<file path="src/rtl/pkg_config.sv">
// Shared configuration for the integer core: data/register sizes, write-back
// defaults, load funct3 encodings and the load extension helper.
package pkg_config;

  localparam int DATA_WIDTH      = 32;
  localparam int NUM_REGISTER    = 32;
  localparam int REG_AW          = $clog2(NUM_REGISTER);
  localparam int WB_FIFO_DEPTH   = 2;
  localparam int WB_STARVE_LIMIT = 4;

  typedef enum logic [2:0] {
    LOAD_LB  = 3'b000,
    LOAD_LH  = 3'b001,
    LOAD_LW  = 3'b010,
    LOAD_LBU = 3'b100,
    LOAD_LHU = 3'b101
  } load_op_e;

  typedef struct packed {
    logic [REG_AW-1:0]     rd_addr;
    logic [DATA_WIDTH-1:0] data;
  } wb_entry_t;

  // Halfword lane uses only byte_off[1]; unknown funct3 passes the word through.
  function automatic logic [DATA_WIDTH-1:0] load_extend(
    input logic [2:0]            funct3,
    input logic [1:0]            byte_off,
    input logic [DATA_WIDTH-1:0] word
  );
    logic [7:0]            lane_b;
    logic [15:0]           lane_h;
    logic [DATA_WIDTH-1:0] result;
    lane_b = 8'(word >> {byte_off, 3'b000});
    lane_h = 16'(word >> {byte_off[1], 4'b0000});
    case (funct3)
      LOAD_LB:  result = {{(DATA_WIDTH-8){lane_b[7]}}, lane_b};
      LOAD_LH:  result = {{(DATA_WIDTH-16){lane_h[15]}}, lane_h};
      LOAD_LBU: result = {{(DATA_WIDTH-8){1'b0}}, lane_b};
      LOAD_LHU: result = {{(DATA_WIDTH-16){1'b0}}, lane_h};
      LOAD_LW:  result = word;
      default:  result = word;
    endcase
    return result;
  endfunction

endpackage

</file>
<file path="src/rtl/wb_load_fifo.sv">
// Load response buffer for the write-back stage: small synchronous FIFO with a
// registered occupancy count; pushes into a full FIFO are dropped.
module wb_load_fifo #(
  parameter int DEPTH = 2,
  parameter int WIDTH = 37
) (
  input  logic             clk_i,
  input  logic             rst_n_i,
  input  logic             push_i,
  input  logic             pop_i,
  input  logic [WIDTH-1:0] data_i,
  output logic [WIDTH-1:0] data_o,
  output logic             full_o,
  output logic             empty_o
);

  localparam int PW = (DEPTH > 1) ? $clog2(DEPTH) : 1;
  localparam int CW = PW + 1;

  logic [WIDTH-1:0] mem [DEPTH];
  logic [PW-1:0]    wr_ptr_reg, rd_ptr_reg;
  logic [CW-1:0]    count_reg;
  logic             push_ok, pop_ok;

  assign full_o  = (count_reg == CW'(DEPTH));
  assign empty_o = (count_reg == '0);
  assign push_ok = push_i && !full_o;
  assign pop_ok  = pop_i && !empty_o;
  assign data_o  = mem[rd_ptr_reg];

  // Storage carries no reset so it maps onto distributed RAM.
  always_ff @(posedge clk_i) begin
    if (push_ok) mem[wr_ptr_reg] <= data_i;
  end

  always_ff @(posedge clk_i or negedge rst_n_i) begin
    if (!rst_n_i) begin
      wr_ptr_reg <= '0;
      rd_ptr_reg <= '0;
      count_reg  <= '0;
    end else begin
      if (push_ok) wr_ptr_reg <= wr_ptr_reg + 1'b1;
      if (pop_ok)  rd_ptr_reg <= rd_ptr_reg + 1'b1;
      case ({push_ok, pop_ok})
        2'b10:   count_reg <= count_reg + 1'b1;
        2'b01:   count_reg <= count_reg - 1'b1;
        default: count_reg <= count_reg;
      endcase
    end
  end

endmodule

</file>
<file path="src/rtl/regfile_writeback.sv">
// Register file write-port front end: ALU results win arbitration over buffered
// loads, with an anti-starvation stall. Optional forwarding under `WB_FWD_EN`.
module regfile_writeback
  import pkg_config::*;
#(
  parameter int FIFO_DEPTH   = WB_FIFO_DEPTH,
  parameter int STARVE_LIMIT = WB_STARVE_LIMIT
) (
  input  logic                  clk_i,
  input  logic                  rst_n_i,
  input  logic                  alu_valid_i,
  output logic                  alu_ready_o,
  input  logic [REG_AW-1:0]     alu_rd_addr_i,
  input  logic [DATA_WIDTH-1:0] alu_data_i,
  input  logic                  lsu_valid_i,
  output logic                  lsu_ready_o,
  input  logic [REG_AW-1:0]     lsu_rd_addr_i,
  input  logic [DATA_WIDTH-1:0] lsu_data_i,
  input  logic [2:0]            lsu_funct3_i,
  input  logic [1:0]            lsu_byte_off_i,
  output logic                  rf_we_o,
  output logic [REG_AW-1:0]     rf_rd_addr_o,
  output logic [DATA_WIDTH-1:0] rf_rd_o,
  output logic                  pending_o
`ifdef WB_FWD_EN
  ,
  input  logic [REG_AW-1:0]     rs1_addr_i,
  input  logic [REG_AW-1:0]     rs2_addr_i,
  output logic                  fwd_rs1_hit_o,
  output logic                  fwd_rs2_hit_o,
  output logic [DATA_WIDTH-1:0] fwd_rs1_o,
  output logic [DATA_WIDTH-1:0] fwd_rs2_o
`endif
);

  localparam int SW = $clog2(STARVE_LIMIT + 1);

  wb_entry_t             push_entry, head_entry;
  logic                  fifo_full, fifo_empty;
  logic                  alu_xfer, lsu_push, fifo_pop;
  logic                  alu_ready_reg;
  logic [SW-1:0]         starve_reg, starve_next;
  logic                  rf_we_reg, rf_we_next;
  logic [REG_AW-1:0]     rf_addr_reg, rf_addr_next;
  logic [DATA_WIDTH-1:0] rf_data_reg, rf_data_next;

  assign alu_ready_o = alu_ready_reg;
  assign lsu_ready_o = !fifo_full;
  assign pending_o   = !fifo_empty;

  assign alu_xfer = alu_valid_i && alu_ready_reg;
  assign lsu_push = lsu_valid_i && !fifo_full;
  assign fifo_pop = !alu_xfer && !fifo_empty;

  assign push_entry = '{rd_addr: lsu_rd_addr_i,
                        data:    load_extend(lsu_funct3_i, lsu_byte_off_i, lsu_data_i)};

  wb_load_fifo #(
    .DEPTH (FIFO_DEPTH),
    .WIDTH ($bits(wb_entry_t))
  ) u_load_fifo (
    .clk_i   (clk_i),
    .rst_n_i (rst_n_i),
    .push_i  (lsu_push),
    .pop_i   (fifo_pop),
    .data_i  (push_entry),
    .data_o  (head_entry),
    .full_o  (fifo_full),
    .empty_o (fifo_empty)
  );

  // Counts cycles a waiting load lost to the ALU; reaching the limit blocks
  // the ALU for one cycle, which forces the head to pop.
  always_comb begin
    starve_next = starve_reg;
    if (fifo_empty || fifo_pop) starve_next = '0;
    else if (alu_xfer)          starve_next = starve_reg + 1'b1;
  end

  always_comb begin
    rf_we_next   = 1'b0;
    rf_addr_next = rf_addr_reg;
    rf_data_next = rf_data_reg;
    if (alu_xfer) begin
      rf_we_next   = (alu_rd_addr_i != '0);
      rf_addr_next = alu_rd_addr_i;
      rf_data_next = alu_data_i;
    end else if (fifo_pop) begin
      rf_we_next   = (head_entry.rd_addr != '0);
      rf_addr_next = head_entry.rd_addr;
      rf_data_next = head_entry.data;
    end
  end

  always_ff @(posedge clk_i or negedge rst_n_i) begin
    if (!rst_n_i) begin
      starve_reg    <= '0;
      alu_ready_reg <= 1'b1;
      rf_we_reg     <= 1'b0;
      rf_addr_reg   <= '0;
      rf_data_reg   <= '0;
    end else begin
      starve_reg    <= starve_next;
      alu_ready_reg <= (starve_next != SW'(STARVE_LIMIT));
      rf_we_reg     <= rf_we_next;
      rf_addr_reg   <= rf_addr_next;
      rf_data_reg   <= rf_data_next;
    end
  end

  assign rf_we_o      = rf_we_reg;
  assign rf_rd_addr_o = rf_addr_reg;
  assign rf_rd_o      = rf_data_reg;

`ifdef WB_FWD_EN
  // Bridges the cycle where the register file still returns the old value.
  assign fwd_rs1_hit_o = rf_we_reg && (rf_addr_reg == rs1_addr_i) && (rs1_addr_i != '0);
  assign fwd_rs2_hit_o = rf_we_reg && (rf_addr_reg == rs2_addr_i) && (rs2_addr_i != '0);
  assign fwd_rs1_o     = rf_data_reg;
  assign fwd_rs2_o     = rf_data_reg;
`endif

endmodule
</file>
<file path="config.mk">
export PLATFORM = sky130hd
export DESIGN_NAME = regfile_writeback
export DESIGN_NICKNAME = d
export VERILOG_FILES = /design/src/rtl/pkg_config.sv /design/src/rtl/wb_load_fifo.sv /design/src/rtl/regfile_writeback.sv
export SDC_FILE = /design/constraint.sdc
export NUM_CORES = 1
export LEC_CHECK = 0
export BUFFER_PORTS_ARGS = -buffer_cell sky130_fd_sc_hd__buf_4
export CORE_ASPECT_RATIO = 1.1
export CORE_MARGIN = 4
export CORE_UTILIZATION = 31
export DETAILED_ROUTE_END_ITERATION = 8
export SLEW_MARGIN = 20
export SYNTH_ARGS = -nofsm -noshare
export SYNTH_HDL_FRONTEND = slang
export SYNTH_SLANG_ARGS = --single-unit
</file>
<file path="constraint.sdc">
create_clock -name clk_i -period 2.8 [get_ports clk_i]
set_clock_uncertainty 0.1 [all_clocks]
set_input_delay 0.28 -clock clk_i [delete_from_list [all_inputs] [get_ports clk_i]]
set_output_delay 0.28 -clock clk_i [all_outputs]
set_load 0.01 [all_outputs]
</file>
==> results of run 1 <==
final timing paths:
kind                            depth (start not counted)              end
worst max-delay path                                    5      rf_rd_o[23]
worst min-delay path                                    3    starve_reg[0]
worst max register to register                          5      rf_rd_o[23]
worst min register to register                          1      alu_ready_o
max in group asynchronous                               2  rf_rd_addr_o[4]
min in group asynchronous                               2      rf_rd_o[23]
cells in the final DEF (no fill, tap or decap), drive strengths merged, types with 2 or more instances in the layout:
cell         Yosys  final
nand3b           2      2
inv             11     11
and3             2      2
nand2           63     63
ha               2      2
nor3             5      5
mux2i           44     44
mux2            40     40
clkbuf          11     28
a221oi           7      7
or4              2      2
xnor2            4      4
buf             20    130
nor2             4      4
nor2b            9      9
dlygate4sd3      0     43
o211ai          17     17
o221ai           7      7
o22ai            7      7
clkinv           0      4
edfxtp          74     74
o21ai           39     39
xor2             2      2
dfrtp           45     45
final cells by class:
type	count	area, sq um	share of cell area (%)
flip-flops and latches	120	3370	44.0
multi-input cells	266	1950	25.4
repair buffers	173	1410	18.3
clock buffers	28	571	7.44
well taps	238	298	3.89
inverters	11	41.3	0.539
clock inverters	4	26.3	0.343
critical path, delay by kind of cell (launching register included):
family | cells | cell delay [ps]
multiplexers | 1 | 280
AO/OA/AOI/OAI | 1 | 110
buffers and inverters | 2 | 880
AND/OR/NAND/NOR | 1 | 100
flip-flops | 1 | 410
per-layer routing:
metal  vias up  share of wire (%)  routed length, um
met3        28                4.5                664
met5         -                  0                  0
li1       1907                  -                  -
met1      1942                 44               6480
met4         0                2.5                367
met2       126                 49               7130
through the flow:
stage / hold WS (ps) / cell area [sq um]
finish: 51.5 / 7660
global route: 50.6 / 7660
CTS: 25.3 / 7660
detailed placement: 262 / 6640
global placement: 244 / 6640
floorplan: -116 / 5560
where the power goes:
group	total [mW]	switching, mW	internal, mW
clock	2.12	0.740	1.38
combinational	2.05	1.04	1.01
sequential	2.63	0.206	2.42
kinds of logic (layout without fill, tap and decap cells):
kind of cell | after synthesis | in the layout
xor+xnor | 6 | 6
flops | 120 | 120
compound gates | 81 | 81
mux | 84 | 84
fa+ha+maj | 2 | 2
buf+inv | 42 | 216
simple gates | 93 | 93
==> qor.json, run 1 <==
{
  "cpPeakStageDelay": {"value": 470, "unit": "ps"},
  "status": {"value": "completed"},
  "globalRouteOverflowTotal": {"value": 0},
  "cp_max_fo": {"value": 21},
  "cp.arrival": {"value": 2200, "unit": "ps"},
  "synth_top_family_by_area": {"value": "multiplexers"},
  "synth_sequential_area_ratio": {"value": 60.7, "unit": "%"},
  "achievable_freq": {"value": 492, "unit": "MHz"},
  "synthesis.instances": {"value": 428},
  "netlist_area": {"value": 5560, "unit": "sq um"},
  "worst_slew_margin_rel": {"value": 51.4, "unit": "%"},
  "antenna_violating_nets_post_route": {"value": 0},
  "total_wirelength": {"value": 14.6, "unit": "mm"},
  "hold_path.class": {"value": "primary input to flop"},
  "first_pass_grt_wire_length": {"value": 22.9, "unit": "mm"},
  "synthSimpleGateAreaFrac": {"value": 7.70, "unit": "%"},
  "totalNegativeSetupSlack": {"value": 0, "unit": "ps"},
  "grt_most_used_layer": {"value": "met2"},
  "antenna_found_initial": {"value": 0},
  "yosys.area.top_type": {"value": "sky130_fd_sc_hd__edfxtp_1"},
  "timing.critical_path.cells": {"value": "nor2_2, inv_2, buf_4, mux2i_1, o21ai_0"},
  "power.density_cell_area": {"value": 887, "unit": "nW/um^2"},
  "static-leakage-power": {"value": 3.24, "unit": "nW"},
  "largest_register_ff_count": {"value": 74},
  "pins_over_their_slew_limit": {"value": 0},
  "initial_utilization": {"value": 31.4, "unit": "%"},
  "cts_tree": {"value": "yes"},
  "fp-row-count": {"value": 51},
  "worst_pin_slew": {"value": 726, "unit": "ps"},
  "grt_start_max_net_pins": {"value": 47},
  "synthTopCellsByCount": {"value": "sky130_fd_sc_hd__edfxtp_1 (74), sky130_fd_sc_hd__nand2_1 (63), sky130_fd_sc_hd__dfrtp_1 (45)"},
  "grtUsageMet1": {"value": 19.4, "unit": "%"},
  "core-area": {"value": 17700, "unit": "sq um"},
  "worst_setup_path_end_kind": {"value": "flop"},
  "design.final.nets": {"value": 674},
  "rr_startpoint": {"value": "u_load_fifo.count_reg[0]"},
  "critical_path.startpoint_type": {"value": "flop"},
  "number_of_cells_in_the_design_after_placement": {"value": 765},
  "postSynth.topFlopCell": {"value": "sky130_fd_sc_hd__edfxtp_1"},
  "clock_path_buffers": {"value": 2},
  "design.die.area": {"value": 20100, "unit": "sq um"},
  "cp.required": {"value": 2970, "unit": "ps"},
  "die_h": {"value": 148, "unit": "um"},
  "post-route-min-period": {"value": 2030, "unit": "ps"},
  "netlist.area_leader.share": {"value": 40.0, "unit": "%"},
  "h-tree-depth": {"value": 4},
  "synth.area.mux_share": {"value": 16.1, "unit": "%"},
  "post_synthesis_compound_gate_area_fraction": {"value": 9.68, "unit": "%"},
  "finalHoldViolations": {"value": 0},
  "top_register": {"value": "u_load_fifo.mem"},
  "final.fill_count": {"value": 1649},
  "average_size_of_a_mapped_cell": {"value": 13.0, "unit": "sq um"},
  "routed_wire_length_per_instance": {"value": 17.4, "unit": "um"},
  "synth_async_sr_flop_share": {"value": 38.3, "unit": "%"},
  "weighted_congestion_reported_at_the_end_of_routability_driven_placement": {"value": 0.864},
  "grt_setup_unrepaired": {"value": "no"},
  "fin_crit_sh": {"value": 72.6, "unit": "%"},
  "pre_cts_worst_setup_slack": {"value": 646, "unit": "ps"},
  "clkSinkCount": {"value": 120},
  "antenna_cells_inserted": {"value": 0},
  "regToRegSetupSlack": {"value": 770, "unit": "ps"},
  "clock_pin_slew_worst_setup_and_hold_paths": {"value": 50, "unit": "ps"},
  "cts-buffers-inserted": {"value": 17},
  "setup-violations-final": {"value": 0},
  "post_cts_hold_buffer_count": {"value": 43},
  "post_synth_fa_ha_maj_area_fraction": {"value": 0.450, "unit": "%"},
  "gr-usage-met2": {"value": 23.7, "unit": "%"},
  "area.growth.synth_to_final": {"value": 37.9, "unit": "%"},
  "first_iter_violations": {"value": 217},
  "grt_use_met3": {"value": 4.06, "unit": "%"},
  "final_layout_size_suffix_gt1_share": {"value": 34.4, "unit": "%"},
  "yosysWarnings": {"value": 0},
  "drc": {"value": 0},
  "synth_cell_type_count": {"value": 41},
  "clk_latency": {"value": 410, "unit": "ps"},
  "finalNonFillerCells": {"value": 840},
  "timing.max_cap.violations": {"value": 0},
  "route.vias.total": {"value": 4003},
  "synth.area.top_cells": {"value": "sky130_fd_sc_hd__edfxtp_1 (40%), sky130_fd_sc_hd__dfrtp_1 (20%), sky130_fd_sc_hd__mux2i_1 (7.9%)"},
  "design.portCount": {"value": 124},
  "synth.ff_latch_count": {"value": 120},
  "postLayoutSetupSlackWorst": {"value": 768, "unit": "ps"},
  "min_from": {"value": "alu_valid_i"},
  "report.power.total": {"value": 6.80, "unit": "mW"},
  "vias_per_inst": {"value": 4.77},
  "grt_pass1_vias": {"value": 4188},
  "portBuffers": {"value": 123},
  "irDropWorstVdd": {"value": 0.000450, "unit": "V"},
  "ctsResizeCount": {"value": 0},
  "cts_setup_buffers": {"value": 0},
  "synthMostInstantiatedCell": {"value": "sky130_fd_sc_hd__edfxtp_1"},
  "critPathLaunch": {"value": "u_load_fifo.count_reg[0]"},
  "crit_path_max_delay_cell_type": {"value": "sky130_fd_sc_hd__buf_4"},
  "area_share_of_xor_xnor_cells_in_the_synthesized_design": {"value": 0.946, "unit": "%"},
  "fin_util": {"value": 43.4, "unit": "%"},
  "die_width": {"value": 136, "unit": "um"},
  "drt_first_pass_iters": {"value": 4},
  "timing_worst_setup_path_type": {"value": "flop to flop"},
  "hpwl": {"value": 10.0, "unit": "mm"},
  "postSynthNetCount": {"value": 513},
  "clock-root-buffer": {"value": "sky130_fd_sc_hd__clkbuf_16"},
  "combined_global_route_utilization_of_all_metal_layers": {"value": 15.0, "unit": "%"},
  "synth-edff-count": {"value": 74}
}
No activity file was read; power rests on OpenSTA's default activity.
==> run 2, diff against run 1 <==
clock period = 1.65 ns   (was 2.8 ns; I/O delays follow)
==> run 2 against run 1 <==
- sequential share of layout area shrank 1.6 points
- non-clock buffer count grew 18
- final area grew 3.9%
- sequential cell count is the same
- die area is the same
- first-iteration DRC count grew 19%
- final cell count grew 2.1%
- count of clock-buffer cells in the layout shrank 10
- critical path depth shrank 1
==> qor.json, run 2 (synthesized netlist as in run 1, its figures left out) <==
{
  "die_width": {"value": 136, "unit": "um", "change": "unchanged"},
  "finalHoldViolations": {"value": 0, "change": "unchanged"},
  "clk_latency": {"value": 400, "unit": "ps", "change": "was 410 ps"},
  "most_frequent_standard_cell_in_the_layout_excluding_fill_and_tap_cells": {"value": "sky130_fd_sc_hd__buf_4", "change": "unchanged"},
  "die_h": {"value": 148, "unit": "um", "change": "unchanged"},
  "status": {"value": "completed", "change": "unchanged"},
  "h-tree-depth": {"value": 4, "change": "unchanged"},
  "min_path_cells": {"value": 3, "change": "unchanged"},
  "report.power.total": {"value": 11.9, "unit": "mW", "change": "was 6.80 mW"},
  "design.final.nets": {"value": 692, "change": "was 674"},
  "first_pass_grt_wire_length": {"value": 23.3, "unit": "mm", "change": "was 22.9 mm"},
  "min_delay_worst_endpoint": {"value": "u_load_fifo.mem[1][9]", "change": "was starve_reg[0]"},
  "design.portCount": {"value": 124, "change": "unchanged"},
  "drc": {"value": 0, "change": "unchanged"},
  "irDropWorstVdd": {"value": 0.000725, "unit": "V", "change": "was 0.000450 V"},
  "worst_pin_slew": {"value": 608, "unit": "ps", "change": "was 726 ps"},
  "antenna_violating_nets_post_route": {"value": 0, "change": "unchanged"},
  "vias_per_inst": {"value": 4.73, "change": "was 4.77"},
  "critical_path.startpoint_type": {"value": "flop", "change": "unchanged"},
  "timing_worst_setup_path_type": {"value": "flop to output port", "change": "was flop to flop"},
  "fin_worst_hold_slack": {"value": 36.6, "unit": "ps", "change": "was 51.5 ps"},
  "clock-root-buffer": {"value": "sky130_fd_sc_hd__clkbuf_16", "change": "unchanged"},
  "regToRegSetupSlack": {"value": 110, "unit": "ps", "change": "was 770 ps"},
  "postLayoutSetupSlackWorst": {"value": 62.6, "unit": "ps", "change": "was 768 ps"},
  "antenna_cells_inserted": {"value": 0, "change": "unchanged"},
  "largest_register_ff_count": {"value": 74, "change": "unchanged"},
  "cp.required": {"value": 1380, "unit": "ps", "change": "was 2970 ps"},
  "design.die.area": {"value": 20100, "unit": "sq um", "change": "unchanged"},
  "power.density_cell_area": {"value": 1500, "unit": "nW/um^2", "change": "was 887 nW/um^2"},
  "regToRegEndpoint": {"value": "u_load_fifo.count_reg[1]", "change": "was rf_rd_o[23]"},
  "pins_over_their_slew_limit": {"value": 0, "change": "unchanged"},
  "worst_setup_path_end_kind": {"value": "output port", "change": "was flop"},
  "min_from": {"value": "lsu_data_i[25]", "change": "was alu_valid_i"},
  "initial_utilization": {"value": 31.4, "unit": "%", "change": "unchanged"},
  "crit_path_max_delay_cell_type": {"value": "sky130_fd_sc_hd__dfrtp_2", "change": "was sky130_fd_sc_hd__buf_4"},
  "cpPeakStageDelay": {"value": 420, "unit": "ps", "change": "was 470 ps"},
  "weighted_congestion_reported_at_the_end_of_routability_driven_placement": {"value": 0.831, "change": "was 0.864"},
  "fp-row-count": {"value": 51, "change": "unchanged"},
  "rr_startpoint": {"value": "u_load_fifo.count_reg[0]", "change": "unchanged"},
  "area.growth.synth_to_final": {"value": 43.3, "unit": "%", "change": "was 37.9%"},
  "timing.critical_path.cells": {"value": "nor2_4, inv_4, buf_12, buf_4", "change": "was nor2_2, inv_2, buf_4, mux2i_1, o21ai_0"},
  "route.vias.total": {"value": 4057, "change": "was 4,003"},
  "setup-violations-final": {"value": 0, "change": "unchanged"},
  "worst-r2r-cell-count": {"value": 6, "change": "was 5"},
  "most-common-layout-cells": {"value": "sky130_fd_sc_hd__buf_4 (133), sky130_fd_sc_hd__edfxtp_1 (74), sky130_fd_sc_hd__nand2_1 (62)", "change": "was sky130_fd_sc_hd__buf_4 (130), sky130_fd_sc_hd__edfxtp_1 (74), sky130_fd_sc_hd__nand2_1 (63)"},
  "timing.max_cap.violations": {"value": 0, "change": "unchanged"},
  "combined_global_route_utilization_of_all_metal_layers": {"value": 15.1, "unit": "%", "change": "was 15.0%"},
  "cp.arrival": {"value": 1320, "unit": "ps", "change": "was 2200 ps"},
  "pre_cts_worst_setup_slack": {"value": -72.0, "unit": "ps", "change": "was 646 ps"},
  "core-area": {"value": 17700, "unit": "sq um", "change": "unchanged"},
  "clock_path_buffers": {"value": 2, "change": "unchanged"},
  "layout_cell_area_excl_fill": {"value": 7970, "unit": "sq um", "change": "was 7660 sq um"},
  "clock_pin_slew_worst_setup_and_hold_paths": {"value": 50, "unit": "ps", "change": "about the same"},
  "first_iter_violations": {"value": 259, "change": "was 217"},
  "top_register": {"value": "u_load_fifo.mem", "change": "unchanged"},
  "portBuffers": {"value": 123, "change": "unchanged"},
  "fin_crit_sh": {"value": 96.2, "unit": "%"},
  "cts_tree": {"value": "yes", "change": "unchanged"},
  "globalRouteOverflowTotal": {"value": 0, "change": "unchanged"},
  "cp_max_fo": {"value": 10, "change": "was 21"},
  "worst_slew_margin_rel": {"value": 59.5, "unit": "%", "change": "was 51.4%"},
  "final_layout_size_suffix_gt1_share": {"value": 37.1, "unit": "%", "change": "was 34.4%"},
  "drt_first_pass_iters": {"value": 5, "change": "was 4"},
  "grt_pass1_vias": {"value": 4317, "change": "was 4,188"},
  "static-leakage-power": {"value": 3.37, "unit": "nW", "change": "was 3.24 nW"},
  "post-route-min-period": {"value": 1590, "unit": "ps"},
  "hpwl": {"value": 10.3, "unit": "mm", "change": "was 10.0 mm"},
  "routed_wire_length_per_instance": {"value": 17.3, "unit": "um", "change": "was 17.4 um"},
  "total_wirelength": {"value": 14.8, "unit": "mm", "change": "was 14.6 mm"},
  "hold_path.class": {"value": "primary input to flop", "change": "unchanged"},
  "clkSinkCount": {"value": 120, "change": "unchanged"},
  "postPlaceCellArea": {"value": 6860, "unit": "sq um", "change": "was 6640 sq um"},
  "antenna_found_initial": {"value": 0, "change": "unchanged"},
  "achievable_freq": {"value": 630, "unit": "MHz"},
  "cts-buffers-inserted": {"value": 17, "change": "unchanged"},
  "grt_setup_unrepaired": {"value": "no", "change": "unchanged"},
  "grt_start_max_net_pins": {"value": 78, "change": "was 47"}
}
==> run 2: cell types whose count changed in the layout (fill, tap and decap cells not counted), moves of 2 or more <==
cell	before	now
sky130_fd_sc_hd__buf_12	0	10
sky130_fd_sc_hd__buf_4	130	133
sky130_fd_sc_hd__bufinv_16	0	2
sky130_fd_sc_hd__clkbuf_1	4	1
sky130_fd_sc_hd__clkbuf_16	20	18
sky130_fd_sc_hd__clkbuf_8	4	0
sky130_fd_sc_hd__clkinv_4	2	4
sky130_fd_sc_hd__clkinvlp_4	0	4
sky130_fd_sc_hd__dfrtp_1	45	43
sky130_fd_sc_hd__dfrtp_2	0	2
sky130_fd_sc_hd__dlygate4sd3_1	43	47
sky130_fd_sc_hd__inv_6	0	2
==> run 2: layer usage <==
layer	vias up	global-route usage (%)	routed length (um)
met5	-	0	0
met3	15	3.21	753
li1	1945	-	-
met4	0	4.94	223
met2	131	25.0	7390
met1	1966	19.8	6470
==> run 2: worst max-delay path by stage <==
| stage | depth (start not counted) | from | slack (ps) | endpoint |
|---|---|---|---|---|
| after CTS | 7 | alu_valid_i | 20 | u_load_fifo.count_reg[1] |
| after global placement | 5 | lsu_byte_off_i[0] | -60 | u_load_fifo.mem[0][2] |
| final | 4 | u_load_fifo.count_reg[1] | 60 | pending_o |
| after floorplan | 3 | u_load_fifo.count_reg[0] | -80 | u_load_fifo.mem[0][0] |
| after detailed placement | 5 | lsu_byte_off_i[0] | -70 | u_load_fifo.mem[0][0] |
| after global routing | 4 | u_load_fifo.count_reg[1] | 0.8 | pending_o |
==> run 2: timing repair <==
action	CTS	global route
gates cloned	0	1
gates resized for setup	3	3
hold buffers	47	0
endpoints found under the setup margin	1	3
setup buffers	2	1
endpoints found under the hold margin	100	0
pin swaps	1	0
==> run 2: power breakdown <==
| part | leakage (nW) | internal [mW] | switching (mW) |
|---|---|---|---|
| combinational | 1.85 | 2.04 | 1.89 |
| sequential | 1.24 | 4.11 | 0.352 |
| clock | 0.271 | 2.23 | 1.33 |
==> run 2: area by class of cell <==
| class | count | area [sq um] |
|---|---|---|
| fill | 1619 | 9710 |
| sequential | 120 | 3380 |
| multi-input combinational | 266 | 1970 |
| timing repair buffer | 191 | 1690 |
| clock buffer | 18 | 429 |
| tap | 238 | 298 |
| clock inverter | 14 | 151 |
| inverter | 11 | 43.8 |
==> run 2: metrics by stage <==
step / util, % / std cells / TNS, ps
6_report: 45.1 / 858 / 0
5_1_grt: 45.1 / 858 / 0
4_1_cts: 44.9 / 856 / 0
3_5_place_dp: 38.8 / 775 / -259
3_3_place_gp: 38.8 / 775 / -201
2_1_floorplan: - / 428 / -3010
==> run 2: critical path, delay by kind of cell (launching register included) <==
kind	cells	cell delay, ps
DFF	1	420
buffers and inverters	3	360
and+or+nand+nor	1	130
